### config.mk
export PLATFORM = sky130hd
export DESIGN_NAME = barrel_scheduler_flat
export DESIGN_NICKNAME = d
export VERILOG_FILES = /design/src/rtl/barrel_pkg.sv /design/src/rtl/barrel_scheduler_if.sv /design/src/rtl/barrel_lfsr.sv /design/src/rtl/barrel_scheduler.sv /design/src/flat_wrapper.sv
export SDC_FILE = /design/constraint.sdc
export NUM_CORES = 1
export LEC_CHECK = 0
export CAP_MARGIN = 20
export CORE_UTILIZATION = 40
export DETAILED_ROUTE_END_ITERATION = 12
export DONT_BUFFER_PORTS = 1
export GPL_TIMING_DRIVEN = 1
export PLACE_DENSITY = 0.65
export SLEW_MARGIN = 40
export SYNTH_ARGS = -nofsm -noshare
export SYNTH_HDL_FRONTEND = slang
export SYNTH_HIERARCHICAL = 1
export SYNTH_SLANG_ARGS = --single-unit
### constraint.sdc
create_clock -name clk -period 4.12 [get_ports clk]
set_input_delay 0.824 -clock clk [delete_from_list [all_inputs] [get_ports clk]]
set_output_delay 0.824 -clock clk [all_outputs]
set_load 0.01 [all_outputs]
### src/rtl/barrel_pkg.sv
// ============================================================================
// Module : barrel_pkg
// Brief  : Shared constants and helpers for the barrel scheduler.
// Rev    : 1.0  initial release
// ============================================================================
`default_nettype none

package barrel_pkg;

    localparam logic BARREL_VER = 1'b0;
    localparam logic BARREL_HOR = 1'b1;

    localparam int SPAWN_PERIOD_DEF = 130_000_000;
    localparam int THROW_CYCLES_DEF = 32_500_000;
    localparam int MAX_SLOTS        = 8;
    localparam int TIMER_W          = 28;

    localparam logic [7:0] LFSR_SEED = 8'hA5;

    function automatic logic [3:0] popcount(input logic [MAX_SLOTS-1:0] v);
        logic [3:0] n;
        n = '0;
        for (int i = 0; i < MAX_SLOTS; i++) begin
            n = n + {3'b000, v[i]};
        end
        return n;
    endfunction

endpackage

`default_nettype wire

### src/rtl/barrel_scheduler_if.sv
// ============================================================================
// Module : barrel_scheduler_if
// Brief  : Scheduler <-> barrel unit launch/status bundle.
// Rev    : 1.0  initial release
// ============================================================================
`default_nettype none

interface barrel_scheduler_if #(
    parameter int NUM_SLOTS = 4
);
    logic [NUM_SLOTS-1:0] barrel_done;
    logic [NUM_SLOTS-1:0] barrel_hit;
    logic [NUM_SLOTS-1:0] barrel_start;
    logic [NUM_SLOTS-1:0] barrel_type;

    modport master (
        input  barrel_done,
        input  barrel_hit,
        output barrel_start,
        output barrel_type
    );

    modport slave (
        output barrel_done,
        output barrel_hit,
        input  barrel_start,
        input  barrel_type
    );
endinterface

`default_nettype wire

### src/rtl/barrel_lfsr.sv
// ============================================================================
// Module : barrel_lfsr
// Brief  : 8-bit Fibonacci LFSR, x^8+x^6+x^5+x^4+1, free-running.
// Rev    : 1.0  initial release
// ============================================================================
`default_nettype none

module barrel_lfsr
    import barrel_pkg::*;
(
    input  wire logic       clk,
    input  wire logic       rst_n,
    output logic [7:0]      value
);

    logic [7:0] r_value;

    always_ff @(posedge clk or negedge rst_n) begin
        if (!rst_n) begin
            r_value <= LFSR_SEED;
        end else begin
            r_value <= {r_value[6:0], r_value[7] ^ r_value[5] ^ r_value[4] ^ r_value[3]};
        end
    end

    assign value = r_value;

endmodule

`default_nettype wire

### src/rtl/barrel_scheduler.sv
// ============================================================================
// Module : barrel_scheduler
// Brief  : Periodic Kong throw + launch into the lowest free barrel unit.
//          Define BARREL_LFSR_EN for pseudo-random barrel types.
// Rev    : 1.0  initial release
// ============================================================================
`default_nettype none

module barrel_scheduler
    import barrel_pkg::*;
#(
    parameter int NUM_SLOTS    = 4,
    parameter int SPAWN_PERIOD = SPAWN_PERIOD_DEF,
    parameter int THROW_CYCLES = THROW_CYCLES_DEF
) (
    input  wire logic               clk,
    input  wire logic               rst_n,
    input  wire logic               enable,
    barrel_scheduler_if.master      bus,
    output logic                    kong_throw,
    output logic                    hit,
    output logic [3:0]              busy_count
);

    typedef enum logic [2:0] {
        ST_IDLE   = 3'd0,
        ST_WAIT   = 3'd1,
        ST_THROW  = 3'd2,
        ST_LAUNCH = 3'd3,
        ST_HALT   = 3'd4
    } STATE_T;

    localparam logic [TIMER_W-1:0] c_spawn_last = TIMER_W'(SPAWN_PERIOD - 1);
    localparam logic [TIMER_W-1:0] c_throw_last = TIMER_W'(THROW_CYCLES - 1);

    STATE_T                 r_state;
    STATE_T                 w_state_nxt;
    logic [TIMER_W-1:0]     r_timer;
    logic [TIMER_W-1:0]     w_timer_nxt;
    logic                   r_throw;
    logic                   w_throw_nxt;
    logic                   r_hit;
    logic                   w_hit_nxt;
    logic [NUM_SLOTS-1:0]   r_start;
    logic [NUM_SLOTS-1:0]   w_start_nxt;
    logic [NUM_SLOTS-1:0]   r_busy;
    logic [NUM_SLOTS-1:0]   r_type;
    logic [3:0]             r_busy_count;
    logic [NUM_SLOTS-1:0]   w_sel;
    logic                   w_any_free;
    logic                   w_type_bit;

`ifdef BARREL_LFSR_EN
    logic [7:0] w_lfsr;

    barrel_lfsr u_lfsr (
        .clk   (clk),
        .rst_n (rst_n),
        .value (w_lfsr)
    );

    assign w_type_bit = w_lfsr[0];
`else
    logic r_toggle;

    always_ff @(posedge clk or negedge rst_n) begin
        if (!rst_n) begin
            r_toggle <= 1'b0;
        end else if (|w_start_nxt) begin
            r_toggle <= ~r_toggle;
        end
    end

    assign w_type_bit = r_toggle ? BARREL_HOR : BARREL_VER;
`endif

    // Lowest-numbered free unit, one-hot.
    always_comb begin
        w_sel      = '0;
        w_any_free = 1'b0;
        for (int i = 0; i < NUM_SLOTS; i++) begin
            if (!r_busy[i] && !w_any_free) begin
                w_sel[i]   = 1'b1;
                w_any_free = 1'b1;
            end
        end
    end

    always_comb begin
        w_state_nxt = r_state;
        w_timer_nxt = r_timer;
        w_throw_nxt = 1'b0;
        w_hit_nxt   = 1'b0;
        w_start_nxt = '0;
        if (!enable) begin
            w_state_nxt = ST_IDLE;
        end else if ((r_state != ST_IDLE) && (|bus.barrel_hit)) begin
            w_state_nxt = ST_HALT;
            w_hit_nxt   = 1'b1;
        end else begin
            case (r_state)
                ST_IDLE: begin
                    w_state_nxt = ST_WAIT;
                    w_timer_nxt = '0;
                end
                ST_WAIT: begin
                    // Timer saturates at the last count until a unit frees up.
                    if (r_timer == c_spawn_last) begin
                        if (w_any_free) begin
                            w_state_nxt = ST_THROW;
                            w_timer_nxt = '0;
                            w_throw_nxt = 1'b1;
                        end
                    end else begin
                        w_timer_nxt = r_timer + 1'b1;
                    end
                end
                ST_THROW: begin
                    if (r_timer == c_throw_last) begin
                        w_state_nxt = ST_LAUNCH;
                        w_timer_nxt = '0;
                        w_start_nxt = w_sel;
                    end else begin
                        w_timer_nxt = r_timer + 1'b1;
                        w_throw_nxt = 1'b1;
                    end
                end
                ST_LAUNCH: begin
                    w_state_nxt = ST_WAIT;
                    w_timer_nxt = '0;
                end
                ST_HALT: begin
                    w_hit_nxt = 1'b1;
                end
                default: begin
                    w_state_nxt = ST_IDLE;
                end
            endcase
        end
    end

    always_ff @(posedge clk or negedge rst_n) begin
        if (!rst_n) begin
            r_state      <= ST_IDLE;
            r_timer      <= '0;
            r_throw      <= 1'b0;
            r_hit        <= 1'b0;
            r_start      <= '0;
            r_busy       <= '0;
            r_type       <= '0;
            r_busy_count <= '0;
        end else begin
            r_state      <= w_state_nxt;
            r_timer      <= w_timer_nxt;
            r_throw      <= w_throw_nxt;
            r_hit        <= w_hit_nxt;
            r_start      <= w_start_nxt;
            // Done on a different unit in the launch cycle still clears it.
            r_busy       <= (r_busy & ~bus.barrel_done) | w_start_nxt;
            r_type       <= (r_type & ~w_start_nxt) | (w_start_nxt & {NUM_SLOTS{w_type_bit}});
            r_busy_count <= popcount(MAX_SLOTS'(r_busy));
        end
    end

    assign bus.barrel_start = r_start;
    assign bus.barrel_type  = r_type;
    assign kong_throw       = r_throw;
    assign hit              = r_hit;
    assign busy_count       = r_busy_count;

endmodule

`default_nettype wire

### src/flat_wrapper.sv
// flat-port wrapper written by rule: the top's interface ports become plain ports
module barrel_scheduler_flat import barrel_pkg::*;
#(
    parameter int NUM_SLOTS    = 4,
    parameter int SPAWN_PERIOD = SPAWN_PERIOD_DEF,
    parameter int THROW_CYCLES = THROW_CYCLES_DEF
)
  (clk, rst_n, enable, kong_throw, hit, busy_count, bus_barrel_done, bus_barrel_hit, bus_barrel_start, bus_barrel_type);
  barrel_scheduler_if #(.NUM_SLOTS(NUM_SLOTS)) bus_i ();
  input  wire logic clk;
  input  wire logic rst_n;
  input  wire logic enable;
  output logic kong_throw;
  output logic hit;
  output logic [3:0] busy_count;
  input wire logic [$bits(bus_i.barrel_done)-1:0] bus_barrel_done;
  input wire logic [$bits(bus_i.barrel_hit)-1:0] bus_barrel_hit;
  output wire logic [$bits(bus_i.barrel_start)-1:0] bus_barrel_start;
  output wire logic [$bits(bus_i.barrel_type)-1:0] bus_barrel_type;
  assign bus_i.barrel_done = bus_barrel_done;
  assign bus_i.barrel_hit = bus_barrel_hit;
  assign bus_barrel_start = bus_i.barrel_start;
  assign bus_barrel_type = bus_i.barrel_type;
  barrel_scheduler #(.NUM_SLOTS(NUM_SLOTS), .SPAWN_PERIOD(SPAWN_PERIOD), .THROW_CYCLES(THROW_CYCLES)) u_core (.clk(clk), .rst_n(rst_n), .enable(enable), .bus(bus_i), .kong_throw(kong_throw), .hit(hit), .busy_count(busy_count));
endmodule
==> results.yml, run 1 <==
worst_setup_path:
  path_class: "reg -> reg"
  arrival_ps: 3160
  cp-start-kind: "flip-flop"
  reg2regPathDepth: 7
  ff2ff_setup_slack_ps: 1160
  required_ps: 4320
  r2r_end: "u_core/r_timer[11]"
  endpoint_kind: "flip-flop"
  crit_path_end: "u_core/r_timer[11]"
  cp_max_fo: 19
  r2r-start: "u_core/r_timer[0]"
  startpoint: "u_core/r_timer[0]"
route:
  routedWlPerCell_um: 16.64
  drt_iter0_markers: 148
  drc: 0
  via_per_inst: 6.090
  dr.pass1.iters: 4
  ant_nets: 0
  finalWirelength_um: 5756
  vias: 2107
placement:
  port_buffers: 0
  gp_congestion: 0.9023
  dpl.hpwl_um: 3923
finish:
  drive_above_1_share: 0.1413
  areaGrowthSynthToFinish_pct: 4.699
  n_antenna_cell: 0
  final_net_count: 285
  regArea_um2: 1226
  nFillCells: 619
  multi_input_area_um2: 1364
global_route:
  grt_max_degree: 50
  grt_usage: 0.1729
  grt_first_pass_wirelength_um: 9825
  overflow: 0
  grt_pass1_vias: 1995
  antenna_found_initial: 0
pwr:
  p_per_area_nw_per_um2: 377.8
  p_total_uw: 1095
  leakage_uw: 0.001216
  vdd_ir_drop_max_v: 0.0001802
yosys:
  synth_top_family_by_area: "simple AND/OR/NAND/NOR gates"
  yosysUniqueCellTypes: 65
  synth_compound_area_frac: 0.2002
  synth_top_cell_by_area: "dfrtp_1"
  syn_avg_cell_area_um2: 10.18
  synth_warnings: 6
  async_flop_share: 1.000
  synth.top_cell.area_share: 0.4428
  muxShareOfSynthArea: 0.01988
  synth_ff_type: "dfrtp_1"
  synth_nets: 289
  postSynthCellCount: 272
  synthAdderAreaFrac: 0.02982
  ys_seq_area_frac: 0.4428
  synth-xor-area-share: 0.003163
  synth-simple-area-share: 0.2381
  synth_edf_count: 0
  yosys-top-cells-area: "dfrtp_1 (44%), o21ai_0 (3.8%), a22o_1 (3.5%)"
  ys_seq_elements: 49
  netlist_area_um2: 2769
die:
  io_pins: 25
  start_util: 0.4239
  fp.dieH_um: 85.20
  num_rows: 29
  fp.dieArea_um2: 7259
  core_area_um2: 6531
  dieWidth_um: 85.20
sta:
  timing.final.setup_violations: 0
  slew_viol_final: 0
  max_freq_ghz: 0.3374
  slew-limit-headroom: 0.4987
  tns_ps: 0
  finalHoldViolations: 0
  grt_setup_unrepaired: "no"
  fin_crit_sh: 0.7194
  fin_worst_skew_ps: 9.078
  worstMarginPinSlew_ps: 752.0
  fin_crit_ps: 2964
clock_tree:
  clk_pin_slew_worst_paths_ps: 100
  clock_sinks: 49
  ctsHoldBuffers: 0
  clock_path_buffers: 2
  post_cts_resized: 0
  clk_latency_ps: 300
  tritoncts: "yes"
  postCtsSetupBuffers: 0
  htreeDepth: 2
  cts_buffers: 5
  root_buffer: "clkbuf_8"
min_path:
  hold_path.class: "in -> async"
job:
  max_cap_violations: 0
run_status:
  status: "finished clean"
==> routing by layer <==
layer / part of all wire / global-route usage
met1: 0.47 / 0.2478
met2: 0.45 / 0.2515
met3: 0.072 / 0.03794
met4: 0.010 / 0.07550
met5: 0 / 0
==> area by class of cell <==
class | count | area share
multi-input cells | 194 | 0.4704
flip-flops and latches | 49 | 0.4230
well taps | 77 | 0.03323
clock buffers | 5 | 0.02374
clock inverters | 3 | 0.02374
inverters | 16 | 0.02072
repair buffers | 2 | 0.005179
==> worst max-delay path: stages, from the launching register on <==
cell and delay [ps]:
dfrtp_1 410, ha_1 240, nand4_1 230, nor4b_1 370, nor4b_4 390, o22a_1 710
nor2_2 210, a32o_1 300
==> power by group <==
part / leakage, uW / switching, uW / total, uW / internal (uW)
registers: 0.000671 / 43.0 / 555 / 512
logic: 0.000477 / 72.0 / 128 / 56.4
clock network: 0.0000687 / 168 / 412 / 244
==> Yosys cell counts (9+ instances only) <==
cell,number
o21ai_0,21
nand4_1,10
inv_1,16
nand2_1,18
nor2_1,16
a21oi_1,9
nand3_1,10
a22o_1,11
dfrtp_1,49
==> state kept, by name, summed over array words and instances (netlist names), named ones only <==
register / count
u_core/bus.barrel_start: 4
u_core/busy_count: 3
u_core/r_state: 3
u_core/kong_throw: 1
u_core/hit: 1
u_core/r_busy: 4
u_core/r_timer: 28
u_core/r_toggle: 1
==> metrics by stage <==
| step | hold slack [ps] | util | setup WS [ps] | cells | instance area, um^2 |
|---|---|---|---|---|---|
| global placement | 518.1 | 0.4228 | 1270 | 338 | 2761 |
| detailed placement | 505.2 | 0.4228 | 1209 | 338 | 2761 |
| floorplan | 463.8 | - | 1524 | 272 | 2769 |
| CTS | 190.6 | 0.4439 | 1175 | 346 | 2899 |
| global route | 180.3 | 0.4439 | 961.1 | 346 | 2899 |
| finish | 201.9 | 0.4439 | 1156 | 346 | 2899 |
==> worst min path at each step <==
stage                  startpoint                    endpoint  slack, ps  depth (start not counted)
2_1_floorplan  u_core/r_timer[27]          u_core/r_timer[27]        460                          1
3_3_place_gp   u_core/r_timer[27]          u_core/r_timer[27]        520                          1
3_5_place_dp   u_core/r_timer[27]          u_core/r_timer[27]        510                          1
4_1_cts                     rst_n  u_core/bus.barrel_start[1]        190                          0
5_1_grt                     rst_n  u_core/bus.barrel_start[2]        180                          0
6_report                    rst_n  u_core/bus.barrel_start[2]        200                          0
==> layout by cell type, fill, tap and decap left out, drive strengths merged, types with 3 or more instances in the layout <==
cell | Yosys | final
nor4b | 3 | 3
a21oi | 9 | 9
a2bb2oi | 4 | 4
a21o | 5 | 5
or3 | 4 | 4
and4 | 3 | 3
o41ai | 6 | 6
a31oi | 3 | 3
nand2 | 18 | 18
mux2 | 4 | 4
o21ai | 26 | 26
and2b | 4 | 4
nor4 | 6 | 6
a22o | 11 | 11
nor2b | 3 | 3
ha | 5 | 5
nand4 | 12 | 12
and3 | 3 | 3
nand3 | 10 | 10
or4 | 10 | 10
inv | 16 | 17
nor3 | 6 | 6
nor2 | 17 | 17
dfrtp | 49 | 49
clkbuf | 7 | 5
==> logic make-up (layout without fill, tap and decap cells) <==
kind of cell,Yosys count,after routing
simple gates,104,104
fa+ha+maj,6,6
mux,5,5
xor+xnor,1,1
buf+inv,29,26
other cells,1,1
compound gates,77,77
flops,49,49
Power figures use the tool's default switching activity.
==> run 2, diff against run 1 <==
PLACE_DENSITY = 0.67   (was 0.65)
clock period = 2.6 ns   (was 4.12 ns; I/O delays follow)
==> results.yml, run 2 (synthesized netlist as in run 1, its figures left out) <==
worst_setup_path:
  ff2ff_setup_slack_ps: 80
  startpoint: "u_core/r_timer[17]"
  required_ps: 2800
  cp_max_fo: 7
  path_class: "reg -> reg"
  reg2regPathDepth: 6
  arrival_ps: 2720
  r2r-start: "u_core/r_timer[17]"
  endpoint_kind: "flip-flop"
  cp-start-kind: "flip-flop"
die:
  io_pins: 25
  core_area_um2: 6531
  num_rows: 29
  fp.dieArea_um2: 7259
  fp.dieH_um: 85.20
  start_util: 0.4239
  dieWidth_um: 85.20
finish:
  final_net_count: 300
  final_common_cell: "dfrtp_1"
  drive_above_1_share: 0.2007
  largest_reg_flops: 28
  largest_register: "u_core/r_timer"
  final_cell_mix: "dfrtp_1 (48), o21ai_0 (21), nand2_1 (17)"
  areaGrowthSynthToFinish_pct: 11.75
  n_antenna_cell: 0
route:
  via_per_inst: 6.064
  dr.pass1.iters: 4
  routedWlPerCell_um: 16.95
  drt_iter0_markers: 164
  finalWirelength_um: 6119
  ant_nets: 0
  vias: 2189
  drc: 0
sta:
  fin_worst_skew_ps: 8.565
  slew-limit-headroom: 0.5960
  fin_crit_sh: 0.9692
  slew_viol_final: 0
  max_freq_ghz: 0.3968
  worstMarginPinSlew_ps: 603.2
  tns_ps: 0
  timing.final.setup_violations: 0
  finalHoldViolations: 0
  fin_crit_ps: 2520
  grt_setup_unrepaired: "yes"
pwr:
  switching_power_uw: 480.6
  leakage_uw: 0.001322
  p_total_uw: 1814
  comb_power_share: 0.162
  p_sw_frac: 0.2649
  pwr-share-clk: 0.361
  p_seq_frac: 0.477
  vdd_ir_drop_max_v: 0.0003034
  power.internal_uw: 1334
  p_per_area_nw_per_um2: 586.4
clock_tree:
  htreeDepth: 2
  clock_path_buffers: 2
  tritoncts: "yes"
  root_buffer: "clkbuf_8"
  clock_sinks: 49
  clk_latency_ps: 300
  clk_pin_slew_worst_paths_ps: 100
  cts_buffers: 5
placement:
  dpl.hpwl_um: 4379
  port_buffers: 0
  gp_congestion: 0.8911
min_path:
  hold_path.class: "in -> async"
job:
  max_cap_violations: 0
global_route:
  antenna_found_initial: 0
  grt_pass1_vias: 2201
  grt_usage: 0.1853
  overflow: 0
  grt_max_degree: 50
  grt_first_pass_wirelength_um: 10590
run_status:
  status: "finished clean"
## run 2: changes by cell type in the layout (fill, tap and decap cells not counted), sizes merged
| cell | change |
|---|---|
| buf | +15 |
## run 2: cell type report
| cell class | count | area, um^2 |
|---|---|---|
| tap | 77 | 96.34 |
| multi-input combinational | 194 | 1388 |
| timing repair buffer | 17 | 185.2 |
| sequential | 49 | 1227 |
| clock buffer | 5 | 68.82 |
| inverter | 16 | 60.06 |
| fill | 619 | 3437 |
| clock inverter | 3 | 68.82 |
## run 2: what timing repair did
| action | CTS | global route |
|---|---|---|
| gates resized for setup | 0 | 6 |
| buffers inserted | 0 | 0 |
| hold buffers | 1 | 0 |
| endpoints found under the setup margin | 0 | 7 |
| endpoints found under the hold margin | 49 | 0 |
## run 2: per-stage QoR
| step | cells | setup slack, ps | instance area, um^2 | util | hold slack, ps |
|---|---|---|---|---|---|
| 2_1_floorplan | 272 | 308.0 | 2769 | - | 224.4 |
| 3_3_place_gp | 352 | 67.40 | 2904 | 0.4446 | 226.9 |
| 6_report | 361 | 80.01 | 3094 | 0.4738 | 55.49 |
| 4_1_cts | 361 | 36.83 | 3069 | 0.4699 | 59.27 |
| 3_5_place_dp | 352 | 48.07 | 2904 | 0.4446 | 227.1 |
| 5_1_grt | 361 | -17.65 | 3094 | 0.4738 | 61.19 |
## run 2: worst min path at each step
stage / from / endpoint / slack (ps)
final: rst_n / u_core/r_timer[16] / 60
after global routing: rst_n / u_core/r_timer[16] / 60
after detailed placement: rst_n / u_core/r_timer[26] / 230
after CTS: rst_n / u_core/r_busy[0] / 60
after global placement: rst_n / u_core/r_timer[26] / 230
after floorplan: rst_n / asynchronous set/reset pin / 220
## run 2: metal layers
layer | share of wire | global-route usage | up-vias
met4 | 0.0067 | 0.04931 | 0
met5 | 0 | 0 | -
li1 | - | - | 1050
met3 | 0.056 | 0.03307 | 4
met1 | 0.46 | 0.2624 | 1073
met2 | 0.48 | 0.2940 | 62
## run 2: critical path: stages, from the launching register on
cell and delay (ps):
dfrtp_1 450, nand4_2 190, or4_4 570, nor4_2 390, nand4_4 240, nor3_4 220, mux2_2 350
## run 2: power by group through the flow
stage | combinational, uW | sequential, uW | clock [uW]
floorplan | 212 | 865 | 0
global placement | 263 | 876 | 0
detailed placement | 269 | 878 | 0
CTS | 291 | 864 | 673
global route | 328 | 872 | 702
finish | 294 | 865 | 655
==> run 3, diff against run 2 <==
CAP_MARGIN = not set   (was 20)
==> results of run 3 <==
The final DEF is identical to that of run 2; final timing and power are the same.
==> patch: new RTL, flow settings as in run 2 <==
Set the package constant `TIMER_W` to 42 (it was 28).
--- a/src/rtl/barrel_pkg.sv
+++ b/src/rtl/barrel_pkg.sv
@@ -14,5 +14,5 @@
     localparam int THROW_CYCLES_DEF = 32_500_000;
     localparam int MAX_SLOTS        = 8;
-    localparam int TIMER_W          = 28;
+    localparam int TIMER_W          = 42;
 
     localparam logic [7:0] LFSR_SEED = 8'hA5;
Check against the original RTL: no difference found for any inputs over 10 cycles, from zero or initial values and one cycle with rst_n low; that may be too few to reach the edited logic, so the function may still have changed.
==> patch against run 2 <==
  * The flow now finishes with violations (design-rule violations)
  * Critical path type unchanged
  * Sequential cell count up 14
  * Non-clock buffer count up 42
  * Power up 110%
  * Design area up 44%
  * Setup slack worse by 0.020 ns
  * Global-route usage up 2.4 points
  * Synthesized area up 34%
  * Clock skew about the same
  * Wire length up 56%
==> patch: results (changes against run 2) <==
Worst R2R Path Depth 7 (was 6); Max FO, Critical Path 5 (was 7); H-tree Lvls 3 (was 2); DRC violations left 2 (was 0); placed instance count 524 (was 352); reg2reg setup slack 0.06 ns (was 0.08 ns); Max Clk Rate 394 MHz (was 397 MHz); cells after synthesis 387 (was 272); sequential area share after synthesis 0.425 (was 0.443); gpl congestion 0.864 (was 0.891); WP data arrival 2.78 ns (was 2.72 ns); net count after synthesis 404 (was 289); Setup Skew 0.00875 ns (was 0.00856 ns); via count 3368 (was 2189); largest net degree at the start of global routing 64 (was 50); CTS buffer count 9 (was 5); failing checks design-rule violations; slowest CP cell or4b_4 (was or4_4); worst skew pair latency 0.34 ns (was 0.30 ns); Worst R2R Start u_core/r_timer[1]$_DFFE_PN0P_ (was u_core/r_timer[17]$_DFFE_PN0P_); Leak 1.87 nW (was 1.32 nW); GRT Util Overall 0.209 (was 0.185); number of global-route vias before repair 3257 (was 2201); layout cells sized above 1 0.226 (was 0.201); top cells by area, synth dfrtp_1 (43%), or4_1 (3.8%), a2bb2oi_1 (3.3%), nand3_1 (3.1%), nand2_1 (3.0%) (was dfrtp_1 (44%), o21ai_0 (3.8%), a22o_1 (3.5%), nand2_1 (2.4%), ha_1 (2.3%)); Post-DP HPWL 6.54 mm (was 4.38 mm); DR iter-0 viols 180 (was 164); CP peak stage delay 0.50 ns (was 0.57 ns); top cells by count, synth dfrtp_1 (63), nand2_1 (30), nand3_1 (23) (was dfrtp_1 (49), o21ai_0 (21), nand2_1 (18)); CTS clk-pin slew, worst paths 0.08 ns (was 0.10 ns); fill count 818 (was 619); first-pass GRT wire length 16.1 mm (was 10.6 mm); pre-CTS setup slack -0.0358 ns (was 0.0481 ns); status finished, violations left (was finished clean); library cells used by synthesis 60 (was 65)
-- patch: cell count changes after synthesis, sizes merged, moves of 7 or more --
| cell | delta |
|---|---|
| a22oi | +7 |
| a2bb2oi | +10 |
| buf | +14 |
| dfrtp | +14 |
| nand2 | +12 |
| nand3 | +14 |
| o31ai | +8 |
| or4 | +10 |
-- patch: report_power, final --
part / total, mW / switching, mW / internal, mW
Combinational: 1.61 / 0.907 / 0.700
Sequential: 1.24 / 0.115 / 1.13
Clock: 0.975 / 0.424 / 0.551
Total: 3.82 / 1.45 / 2.38
-- patch: timing repair --
action / CTS / global route
setup endpoints to repair: 4 / 41
pin swaps: 1 / 1
cloned: 0 / 0
resized for setup: 0 / 7
hold buffers: 1 / 0
hold endpoints to repair: 63 / 0
buffers inserted: 0 / 1
-- patch: cells by family (layout without fill, tap and decap cells) --
| kind of cell | count (synthesis) | in the layout | share of synthesized area |
|---|---|---|---|
| simple gates | 148 | 148 | 0.241 |
| compound gates | 118 | 118 | 0.233 |
| flops | 63 | 63 | 0.425 |
| buf+inv | 44 | 91 | 0.0574 |
| fa+ha+maj | 6 | 6 | 0.0223 |
| mux | 6 | 6 | 0.0186 |
| other cells | 1 | 1 | 0.00101 |
| xor+xnor | 1 | 1 | 0.00236 |
-- patch: worst max path at each step --
stage                     depth (start not counted)                     startpoint                        endpoint
after floorplan                                   8  u_core/r_timer[0]$_DFFE_PN0P_                       flip-flop
after global placement                            7  u_core/r_timer[1]$_DFFE_PN0P_                       flip-flop
after CTS                                         7  u_core/r_timer[1]$_DFFE_PN0P_                       flip-flop
after detailed placement                          7  u_core/r_timer[1]$_DFFE_PN0P_                       flip-flop
final                                             7  u_core/r_timer[1]$_DFFE_PN0P_                       flip-flop
after global routing                              9  u_core/r_timer[1]$_DFFE_PN0P_  u_core/r_timer[29]$_DFFE_PN0P_
-- patch: final cells by class --
type                       count  area, sq um  area share
clock buffer                   9          124      0.0278
clock inverter                 7          103      0.0230
inverter                      16         60.1      0.0135
multi-input combinational    280         1960       0.440
sequential                    63         1580       0.354
tap                          108          135      0.0303
timing repair buffer          59          500       0.112
-- patch: per-layer routing --
layer	share of wire	GRT usage	vias to the layer above
met2	0.49	0.334	108
met3	0.045	0.0401	12
met5	0	0	-
met4	0.015	0.0838	0
met1	0.45	0.280	1669
li1	-	-	1579
-- patch: per-stage QoR --
stage | hold slack [ns] | total power, mW | area (sq um)
final | 0.0369 | 3.82 | 4460
after floorplan | 0.224 | 2.27 | 3720
after CTS | 0.0437 | 3.82 | 4420
after global placement | 0.227 | 2.75 | 4170
after global routing | 0.0558 | 4.03 | 4460
after detailed placement | 0.227 | 2.80 | 4170
